--- src/rtl/mux_tree_if.sv ---
// Handshake bundle between the parallel producers, the mux tree and the serial consumer.
// master drives the channel data and output-side ready; slave is the mux tree itself.
interface mux_tree_if #(
    parameter int W = 8,
    parameter int N = 8
);
    localparam int L = $clog2(N);

    logic [N*W-1:0] in_data;
    logic [L-1:0]   in_sel;
    logic           mode;
    logic           in_valid;
    logic           in_ready;
    logic [W-1:0]   out_data;
    logic [L-1:0]   out_sel;
    logic           out_valid;
    logic           out_ready;

    modport master (
        output in_data, in_sel, mode, in_valid, out_ready,
        input  in_ready, out_data, out_sel, out_valid
    );

    modport slave (
        input  in_data, in_sel, mode, in_valid, out_ready,
        output in_ready, out_data, out_sel, out_valid
    );
endinterface

--- src/rtl/mux_tree_pipe.sv ---
// Pipelined N:1 mux tree, one registered level per cycle, valid/ready flow control
// with a global advance, plus a scan mode where an internal counter drives the select.
module mux_tree_pipe #(
    parameter int W = 8,
    parameter int N = 8
) (
    input logic       clk,
    input logic       rst,
    mux_tree_if.slave bus
);
    localparam int L     = $clog2(N);
    localparam int NODES = N - 1;

    // All tree levels packed back to back: level k starts at node N - (N >> k).
    logic [NODES*W-1:0] tree_r;
    logic [NODES*W-1:0] tree_nxt_s;
    logic [L-1:0]       sel_r [L];
    logic [L-1:0]       valid_r;
    logic [L-1:0]       valid_nxt_s;
    logic [L-1:0]       scan_cnt_r;
    logic [L-1:0]       eff_sel_s;
    logic               adv_s;
    logic               accept_s;

    assign adv_s    = bus.out_ready | ~valid_r[L-1];
    assign accept_s = bus.in_valid & adv_s;

    // Select source for the beat entering stage 0.
    always_comb begin
        eff_sel_s = bus.in_sel;
        if (bus.mode) begin
            eff_sel_s = scan_cnt_r;
        end else begin
            eff_sel_s = bus.in_sel;
        end
    end

    generate
        for (genvar k = 0; k < L; k++) begin : g_lvl
            localparam int DST = N - (N >> k);
            localparam int CNT = N >> (k + 1);
            for (genvar j = 0; j < CNT; j++) begin : g_node
                if (k == 0) begin : g_first
                    assign tree_nxt_s[(DST+j)*W +: W] = eff_sel_s[0]
                        ? bus.in_data[(2*j+1)*W +: W]
                        : bus.in_data[(2*j)*W +: W];
                end else begin : g_inner
                    localparam int SRC = N - (N >> (k - 1));
                    // Each level steers with its own beat's select copy, not the live input.
                    assign tree_nxt_s[(DST+j)*W +: W] = sel_r[k-1][k]
                        ? tree_r[(SRC+2*j+1)*W +: W]
                        : tree_r[(SRC+2*j)*W +: W];
                end
            end
        end

        if (L == 1) begin : g_valid_one
            assign valid_nxt_s = accept_s;
        end else begin : g_valid_many
            assign valid_nxt_s = {valid_r[L-2:0], accept_s};
        end
    endgenerate

    // Pipeline registers: whole tree shifts together on advance, bubbles included.
    always_ff @(posedge clk) begin
        if (rst) begin
            tree_r  <= '0;
            valid_r <= '0;
            for (int k = 0; k < L; k++) begin
                sel_r[k] <= '0;
            end
        end else if (adv_s) begin
            tree_r   <= tree_nxt_s;
            valid_r  <= valid_nxt_s;
            sel_r[0] <= eff_sel_s;
            for (int k = 1; k < L; k++) begin
                sel_r[k] <= sel_r[k-1];
            end
        end
    end

    // Scan counter advances only on accepted beats taken in scan mode; wraps naturally.
    always_ff @(posedge clk) begin
        if (rst) begin
            scan_cnt_r <= '0;
        end else if (accept_s && bus.mode) begin
            scan_cnt_r <= scan_cnt_r + L'(1'b1);
        end
    end

    assign bus.in_ready  = adv_s;
    assign bus.out_data  = tree_r[(N-2)*W +: W];
    assign bus.out_sel   = sel_r[L-1];
    assign bus.out_valid = valid_r[L-1];
endmodule

--- src/flat_wrapper.sv ---
// flat-port wrapper written by rule: the top's interface ports become plain ports
module mux_tree_pipe_flat 
#(
    parameter int W = 8,
    parameter int N = 8
)
  (clk, rst, bus_in_data, bus_in_sel, bus_mode, bus_in_valid, bus_out_ready, bus_in_ready, bus_out_data, bus_out_sel, bus_out_valid);
  mux_tree_if #(.W(W), .N(N)) bus_i ();
  input logic clk;
  input logic rst;
  input wire logic [$bits(bus_i.in_data)-1:0] bus_in_data;
  input wire logic [$bits(bus_i.in_sel)-1:0] bus_in_sel;
  input wire logic [$bits(bus_i.mode)-1:0] bus_mode;
  input wire logic [$bits(bus_i.in_valid)-1:0] bus_in_valid;
  input wire logic [$bits(bus_i.out_ready)-1:0] bus_out_ready;
  output wire logic [$bits(bus_i.in_ready)-1:0] bus_in_ready;
  output wire logic [$bits(bus_i.out_data)-1:0] bus_out_data;
  output wire logic [$bits(bus_i.out_sel)-1:0] bus_out_sel;
  output wire logic [$bits(bus_i.out_valid)-1:0] bus_out_valid;
  assign bus_i.in_data = bus_in_data;
  assign bus_i.in_sel = bus_in_sel;
  assign bus_i.mode = bus_mode;
  assign bus_i.in_valid = bus_in_valid;
  assign bus_i.out_ready = bus_out_ready;
  assign bus_in_ready = bus_i.in_ready;
  assign bus_out_data = bus_i.out_data;
  assign bus_out_sel = bus_i.out_sel;
  assign bus_out_valid = bus_i.out_valid;
  mux_tree_pipe #(.W(W), .N(N)) u_core (.clk(clk), .rst(rst), .bus(bus_i));
endmodule
--- config.mk ---
export PLATFORM = sky130hd
export DESIGN_NAME = mux_tree_pipe_flat
export DESIGN_NICKNAME = d
export VERILOG_FILES = /design/src/rtl/mux_tree_if.sv /design/src/rtl/mux_tree_pipe.sv /design/src/flat_wrapper.sv
export SDC_FILE = /design/constraint.sdc
export NUM_CORES = 1
export LEC_CHECK = 0
export CORE_ASPECT_RATIO = 0.7
export CORE_MARGIN = 2
export CORE_UTILIZATION = 40
export CTS_CLUSTER_SIZE = 14
export DETAILED_ROUTE_END_ITERATION = 10
export DONT_BUFFER_PORTS = 1
export PLACE_DENSITY = 0.63
export SLEW_MARGIN = 30
export SYNTH_ARGS = -nofsm -noshare
export SYNTH_HDL_FRONTEND = slang
export SYNTH_SLANG_ARGS = --single-unit
--- constraint.sdc ---
create_clock -name clk -period 2 [get_ports clk]
set_clock_uncertainty 0.1 [all_clocks]
set_input_delay 0.3 -clock clk [delete_from_list [all_inputs] [get_ports clk]]
set_output_delay 0.3 -clock clk [all_outputs]
set_load 0.005 [all_outputs]
==> results.yml, run 1 <==
clocking:
  ctsRootBufferMaster: "clkbuf_8"
  cts_resized: 0
  clock_latency_ps: 340
  path_clk_slew_ps: 70
  hold_buffers: 2
  clockBufferDepth: 2
  cts_made_buffers: 9
  cts.sinks: 71
  cts_tree: "built"
  post_cts_buffers: 0
  h-tree-depth: 3
route:
  m1WireLength_microns: 3030
  drt_pre_antenna_iters: 4
  route.met3.wl_microns: 473
  drc_errors: 0
  antenna_left: 0
  vias: 1875
  avgViaCountPerCell: 5.47
  wl_microns: 5930
  wl_per_cell_microns: 17.3
  met2_length_microns: 2380
  top_layer_used: "met4"
  dr.first_iter.drc_count: 86
timing:
  maxSlewViolCount: 0
  fin_ws_ps: 312
  max_freq_mhz: 592
  hold_viol_final: 0
  rsz0062_at_grt: "false"
  period_needed_ps: 1690
  setup_viol: 0
  relSlewSlack_pct: 68.4
  worstMarginPinSlew_ps: 474
  tns_ps: 0
  hold-worst-slack_ps: 20.6
  finalCritPeriodShare_pct: 84.4
logic_synthesis:
  syn_area_sq_um: 3100
  synth_nets: 327
  synth_seq_cells: 71
  yosysUniqueCellTypes: 26
  synth_area_per_cell_sq_um: 12.2
  netlist_instances: 254
  ys_warn_count: 0
  ys_seq_area_share_pct: 48.8
global_route:
  antenna_found_initial: 0
  grt_max_degree: 60
  grt_pass1_vias: 1741
  grt_overflow: 0
  grt_pass1_wl_microns: 9470
  track_usage_pct: 14.9
setup_path:
  startpoint_type: "flop"
  slowest_delay_ps: 550
  arrival_ps: 1880
  worstPathCellList: "nor2b_1 -> buf_4 -> nand2_1 -> a21oi_1 -> dlygate4sd3_1"
  critical_path_required_ps: 2190
  cp-end-kind: "flop"
  cp_max_fo: 9
  critPathBufInv: 2
  critPathKind: "reg2reg"
  cpLargestDelayFamily: "buffers and inverters"
  cpMaxStageDelayCell: "dlygate4sd3_1"
pwr:
  sw_frac_of_total_pct: 22.4
  pwr-share-seq_pct: 49.2
  combPwrFrac_pct: 8.1
  p_int_mw: 2.52
  clkPwrFrac_pct: 42.6
  ir_drop_mv: 0.339
  power.switching_mw: 0.727
  leakagePower_nw: 1.27
  power.density_nw_per_um2: 981
  finalPower_mw: 3.25
floorplanning:
  die_area_sq_um: 8470
  core_area_sq_um: 7380
  die_height_microns: 77.6
  fp.dieW_microns: 109
  ios: 85
  start_util_pct: 41.9
  rows: 26
worst_hold_path:
  hold_class: "in2reg"
placed_design:
  port_buffers: 0
  hpwl_microns: 3760
  place_ws_ps: 487
  place_area_sq_um: 3050
  place_inst: 325
  place_congestion: 0.728
layout:
  stdcell_count: 343
  ff_latch_area_sq_um: 1510
  mostFrequentLayoutCells: "dfxtp_1 (62), mux2i_1 (58), o2bb2ai_1 (47)"
  finish.utilization_pct: 44.8
  diodes: 0
  fin_area_sq_um: 3310
  n_fill_cell: 685
  multi_input_area_sq_um: 1330
  drive_gt1_share_pct: 14.3
  final_common_cell: "dfxtp_1"
  syn_to_final_growth_pct: 6.95
  fin_nets: 313
outcome:
  run_status: "finished, final reports clean"
flow_run:
  drv_cap: 0
==> area by class of cell <==
type	instances	share of cell area, %
clock inverters	6	3.21
clock buffers	10	4.16
well taps	98	3.70
inverters	3	0.416
flip-flops and latches	71	45.6
multi-input cells	147	40.2
repair buffers	8	2.72
==> final timing paths <==
path,start,endpoint,slack [ps],depth (start not counted)
max,u_core.valid_r[2]$_SDFFE_PP0N_,u_core.valid_r[0]$_SDFFE_PP0N_,310,5
min,bus_mode,u_core.scan_cnt_r[1]$_SDFFE_PP0P_,20,2
max reg2reg,u_core.valid_r[2]$_SDFFE_PP0N_,u_core.valid_r[0]$_SDFFE_PP0N_,310,5
min reg2reg,u_core.tree_r[20]$_SDFFE_PP0N_,u_core.tree_r[20]$_SDFFE_PP0N_,360,1
==> cell families after synthesis <==
family          count (synthesis)  synth area share (%)
simple gates                   23                  3.80
fa+ha+maj                       1                 0.404
buf+inv                        36                  8.49
compound gates                 64                  19.0
mux                            59                  19.5
flops                          71                  48.8
==> cell usage after synthesis <==
| cell type | instances | area share, % |
|---|---|---|
| o2bb2ai_2 | 9 | 4.4 |
| nand4_1 | 1 | 0.20 |
| nand2b_1 | 1 | 0.20 |
| dfxtp_1 | 62 | 40 |
| buf_6 | 3 | 1.1 |
| buf_2 | 10 | 1.6 |
| a21oi_1 | 5 | 0.81 |
| buf_8 | 3 | 1.5 |
| nor2b_1 | 1 | 0.20 |
| nand2_1 | 5 | 0.61 |
| nor2_1 | 6 | 0.73 |
| inv_4 | 1 | 0.20 |
| and2_1 | 6 | 1.2 |
| mux2i_4 | 1 | 0.73 |
| or4_1 | 1 | 0.24 |
| mux2i_1 | 58 | 19 |
| o31ai_1 | 1 | 0.24 |
| o21ai_0 | 2 | 0.32 |
| o2bb2ai_1 | 47 | 13 |
| ha_1 | 1 | 0.40 |
| nor2_2 | 1 | 0.20 |
| or3_1 | 1 | 0.20 |
| buf_4 | 15 | 3.6 |
| clkbuf_1 | 2 | 0.24 |
| inv_1 | 2 | 0.24 |
| edfxtp_1 | 9 | 8.7 |
==> power groups by stage <==
stage	Sequential (mW)	Combinational, mW	Clock [mW]
floorplan	1.61	0.251	0
global placement	1.63	0.259	0
detailed placement	1.63	0.264	0
CTS	1.60	0.270	1.41
global route	1.61	0.298	1.48
finish	1.60	0.264	1.39
==> layer usage <==
layer | vias up | GRT usage (%)
met5 | - | 0
met4 | 0 | 4.23
met3 | 4 | 6.22
met2 | 67 | 19.0
met1 | 895 | 22.4
li1 | 909 | -
==> sequential cells by signal (all words and copies together) (netlist names) <==
signal,flops
u_core.scan_cnt_r,3
u_core.sel_r,9
u_core.tree_r,56
u_core.valid_r,3
No activity file was read; power rests on OpenSTA's default activity.
==> inputs of run 2 (changes only) <==
--- a/config.mk
+++ b/config.mk
@@ -5,13 +5,14 @@
 export SDC_FILE = /design/constraint.sdc
 export NUM_CORES = 1
 export LEC_CHECK = 0
+export ABC_AREA = 1
 export CORE_ASPECT_RATIO = 0.7
 export CORE_MARGIN = 2
 export CORE_UTILIZATION = 40
 export CTS_CLUSTER_SIZE = 14
 export DETAILED_ROUTE_END_ITERATION = 10
 export DONT_BUFFER_PORTS = 1
-export PLACE_DENSITY = 0.63
+export PLACE_DENSITY = 0.65
 export SLEW_MARGIN = 30
 export SYNTH_ARGS = -nofsm -noshare
 export SYNTH_HDL_FRONTEND = slang
==> constraint.sdc (replaced) <==
create_clock -name clk -period 1.46 [get_ports clk]
set_clock_uncertainty 0.1 [all_clocks]
set_input_delay 0.219 -clock clk [delete_from_list [all_inputs] [get_ports clk]]
set_output_delay 0.219 -clock clk [all_outputs]
set_load 0.005 [all_outputs]
==> run 2 against run 1 <==
Effect of this change: hold slack got worse by 18 ps; count of clock-buffer cells in the layout increased by 1; total power up 52%; core utilization rose by 4.0 points; global-route usage grew 2.3 points; area after synthesis increased by 11%; worst setup slack worse by 190 ps; clock power rose by 52%; die area increased by 10%; critical endpoint is now u_core.tree_r[34]$_SDFFE_PP0N_; highest routed layer unchanged.
==> results.yml, run 2 <==
worst_hold_path:
  hold_class: "in2reg"
  hold_depth: 4
  whs_endpoint: "u_core.tree_r[30]$_SDFFE_PP0N_"
  hold_start: "bus_in_data[54]"
logic_synthesis:
  synth_top_area_share_pct: 36.2
  synth-simple-area-share_pct: 27.0
  yosysMostFrequentCell: "nand2_1"
  synth_compound_area_share_pct: 14.8
  synth_top_family_by_area: "simple AND/OR/NAND/NOR gates"
  syn_area_sq_um: 3430
  netlist_instances: 453
  synth_seq_cells: 71
  synth_area_per_cell_sq_um: 7.56
  synth_adder_area_share_pct: 0.365
  synthFlopType: "dfxtp_1"
  ys_seq_area_share_pct: 44.1
  synth_commonest_cells: "nand2_1 (63), dfxtp_1 (62), nor2_1 (59)"
  synth_nets: 526
  yosysUniqueCellTypes: 21
  synth_edf_count: 9
  synthTopCellsByArea: "dfxtp_1 (36%), edfxtp_1 (7.9%), nand3_1 (7.7%)"
  synthXorXnorAreaFrac_pct: 0
  ys_warn_count: 0
  synthArstFlopShare_pct: 0
  yosys.area.top_type: "dfxtp_1"
  muxShareOfSynthArea_pct: 0
layout:
  ff_latch_area_sq_um: 1510
  fin_nets: 547
  final_common_cell: "nand2_1"
  mostFrequentLayoutCells: "nand2_1 (63), dfxtp_1 (62), nor2_1 (59)"
  drive_gt1_share_pct: 16.9
  largest_registers: "u_core.tree_r (56), u_core.sel_r (9)"
  stdcell_count: 584
  n_fill_cell: 786
  finish.utilization_pct: 48.9
  largest_register: "u_core.tree_r"
  syn_to_final_growth_pct: 19.5
  diodes: 0
  multi_input_area_sq_um: 1450
  largest_reg_flops: 56
  fin_area_sq_um: 4090
placed_design:
  place_ws_ps: 73.6
  place_congestion: 0.753
  place_inst: 529
  port_buffers: 0
  hpwl_microns: 5020
  place_area_sq_um: 3400
floorplanning:
  die_height_microns: 81.4
  core_area_sq_um: 8370
  start_util_pct: 40.9
  fp.dieW_microns: 115
  ios: 85
  die_area_sq_um: 9330
  rows: 28
timing:
  tns_ps: 0
  hold-worst-slack_ps: 3.05
  period_needed_ps: 1340
  setup_viol: 0
  rsz0062_at_grt: "false"
  maxSlewViolCount: 0
  hold_viol_final: 0
  fin_ws_ps: 125
  max_freq_mhz: 749
  relSlewSlack_pct: 71.9
  worstMarginPinSlew_ps: 422
  finalCritPeriodShare_pct: 91.4
route:
  antenna_left: 0
  drt_pre_antenna_iters: 7
  avgViaCountPerCell: 4.88
  vias: 2850
  drc_errors: 0
  wl_microns: 7700
  dr.first_iter.drc_count: 199
  wl_per_cell_microns: 13.2
setup_path:
  slowest_delay_ps: 370
  cp_max_fo: 42
  reg2reg_depth: 5
  critical_path_required_ps: 1610
  reg2reg_to: "u_core.tree_r[34]$_SDFFE_PP0N_"
  cpMaxStageDelayCell: "dfxtp_1"
  arrival_ps: 1480
  cpLargestDelayFamily: "buffers and inverters"
  startpoint_type: "flop"
  critPathKind: "reg2reg"
  r2r_slack_ps: 120
  cp-end-kind: "flop"
  critPathBufInv: 2
  worstPathCellList: "nand2_2 -> inv_2 -> buf_6 -> nand3_1 -> o31ai_1"
  r2r_start: "u_core.valid_r[2]$_SDFFE_PP0N_"
global_route:
  grt_overflow: 0
  grt_pass1_vias: 2643
  antenna_found_initial: 0
  grt_pass1_wl_microns: 12300
  track_usage_pct: 17.2
  grt_max_degree: 66
clocking:
  ctsRootBufferMaster: "clkbuf_16"
  clockBufferDepth: 2
  cts.sinks: 71
  h-tree-depth: 3
  post_cts_buffers: 0
  cts_made_buffers: 9
  path_clk_slew_ps: 50
  cts_tree: "built"
  clock_latency_ps: 340
pwr:
  leakagePower_nw: 1.78
  ir_drop_mv: 0.606
  finalPower_mw: 4.94
  power.density_nw_per_um2: 1210
flow_run:
  drv_cap: 0
outcome:
  run_status: "finished, final reports clean"
==> run 2: timing repair <==
item | CTS | global route
resized for setup | 0 | 2
endpoints found under the setup margin | 0 | 39
hold buffers | 39 | 0
hold endpoints to repair | 36 | 0
==> run 2: cell families after synthesis <==
| family | after synthesis |
|---|---|
| flops | 71 |
| simple gates | 207 |
| compound gates | 79 |
| fa+ha+maj | 1 |
| buf+inv | 95 |
==> run 2: worst max path at each step <==
stage	to	depth (start not counted)	from	slack, ps
floorplan	u_core.sel_r[0][0]$_SDFFCE_PN0P_	4	u_core.valid_r[2]$_SDFFE_PP0N_	150
global placement	u_core.tree_r[7]$_SDFFE_PP0N_	5	u_core.valid_r[2]$_SDFFE_PP0N_	110
detailed placement	u_core.tree_r[12]$_SDFFE_PP0N_	5	u_core.valid_r[2]$_SDFFE_PP0N_	70
CTS	u_core.tree_r[12]$_SDFFE_PP0N_	5	u_core.valid_r[2]$_SDFFE_PP0N_	60
global route	u_core.tree_r[1]$_SDFFE_PP0N_	6	u_core.valid_r[2]$_SDFFE_PP0N_	20
finish	u_core.tree_r[34]$_SDFFE_PP0N_	5	u_core.valid_r[2]$_SDFFE_PP0N_	120
==> run 2: area by class of cell <==
cell class | instances | area share [%]
tap | 105 | 3.21
clock buffer | 11 | 6.45
sequential | 71 | 36.9
multi-input combinational | 287 | 35.3
timing repair buffer | 48 | 12.2
inverter | 57 | 5.23
clock inverter | 5 | 0.672
==> run 2: worst min-delay path: cells and delay by family <==
| kind | cells | cell delay (ps) |
|---|---|---|
| buffers and inverters | 1 | 30 |
| AOI/OAI and AO/OA | 1 | 50 |
| and+or+nand+nor | 2 | 90 |
==> run 2: metal layers <==
layer / up-vias / share of wire, % / routed length (microns) / GRT usage (%)
li1: 1479 / - / - / -
met3: 10 / 6.7 / 514 / 6.64
met2: 86 / 43 / 3270 / 27.2
met4: 0 / 0.87 / 67 / 4.63
met1: 1275 / 50 / 3850 / 22.1
met5: - / 0 / 0 / 0
==> run 2: report_power, final <==
part	internal, mW	leakage (nW)	total (mW)	switching (mW)
Sequential	2.14	0.622	2.23	0.0941
Combinational	0.266	1.00	0.599	0.333
Clock	1.29	0.151	2.11	0.819
Total	3.70	1.78	4.94	1.25
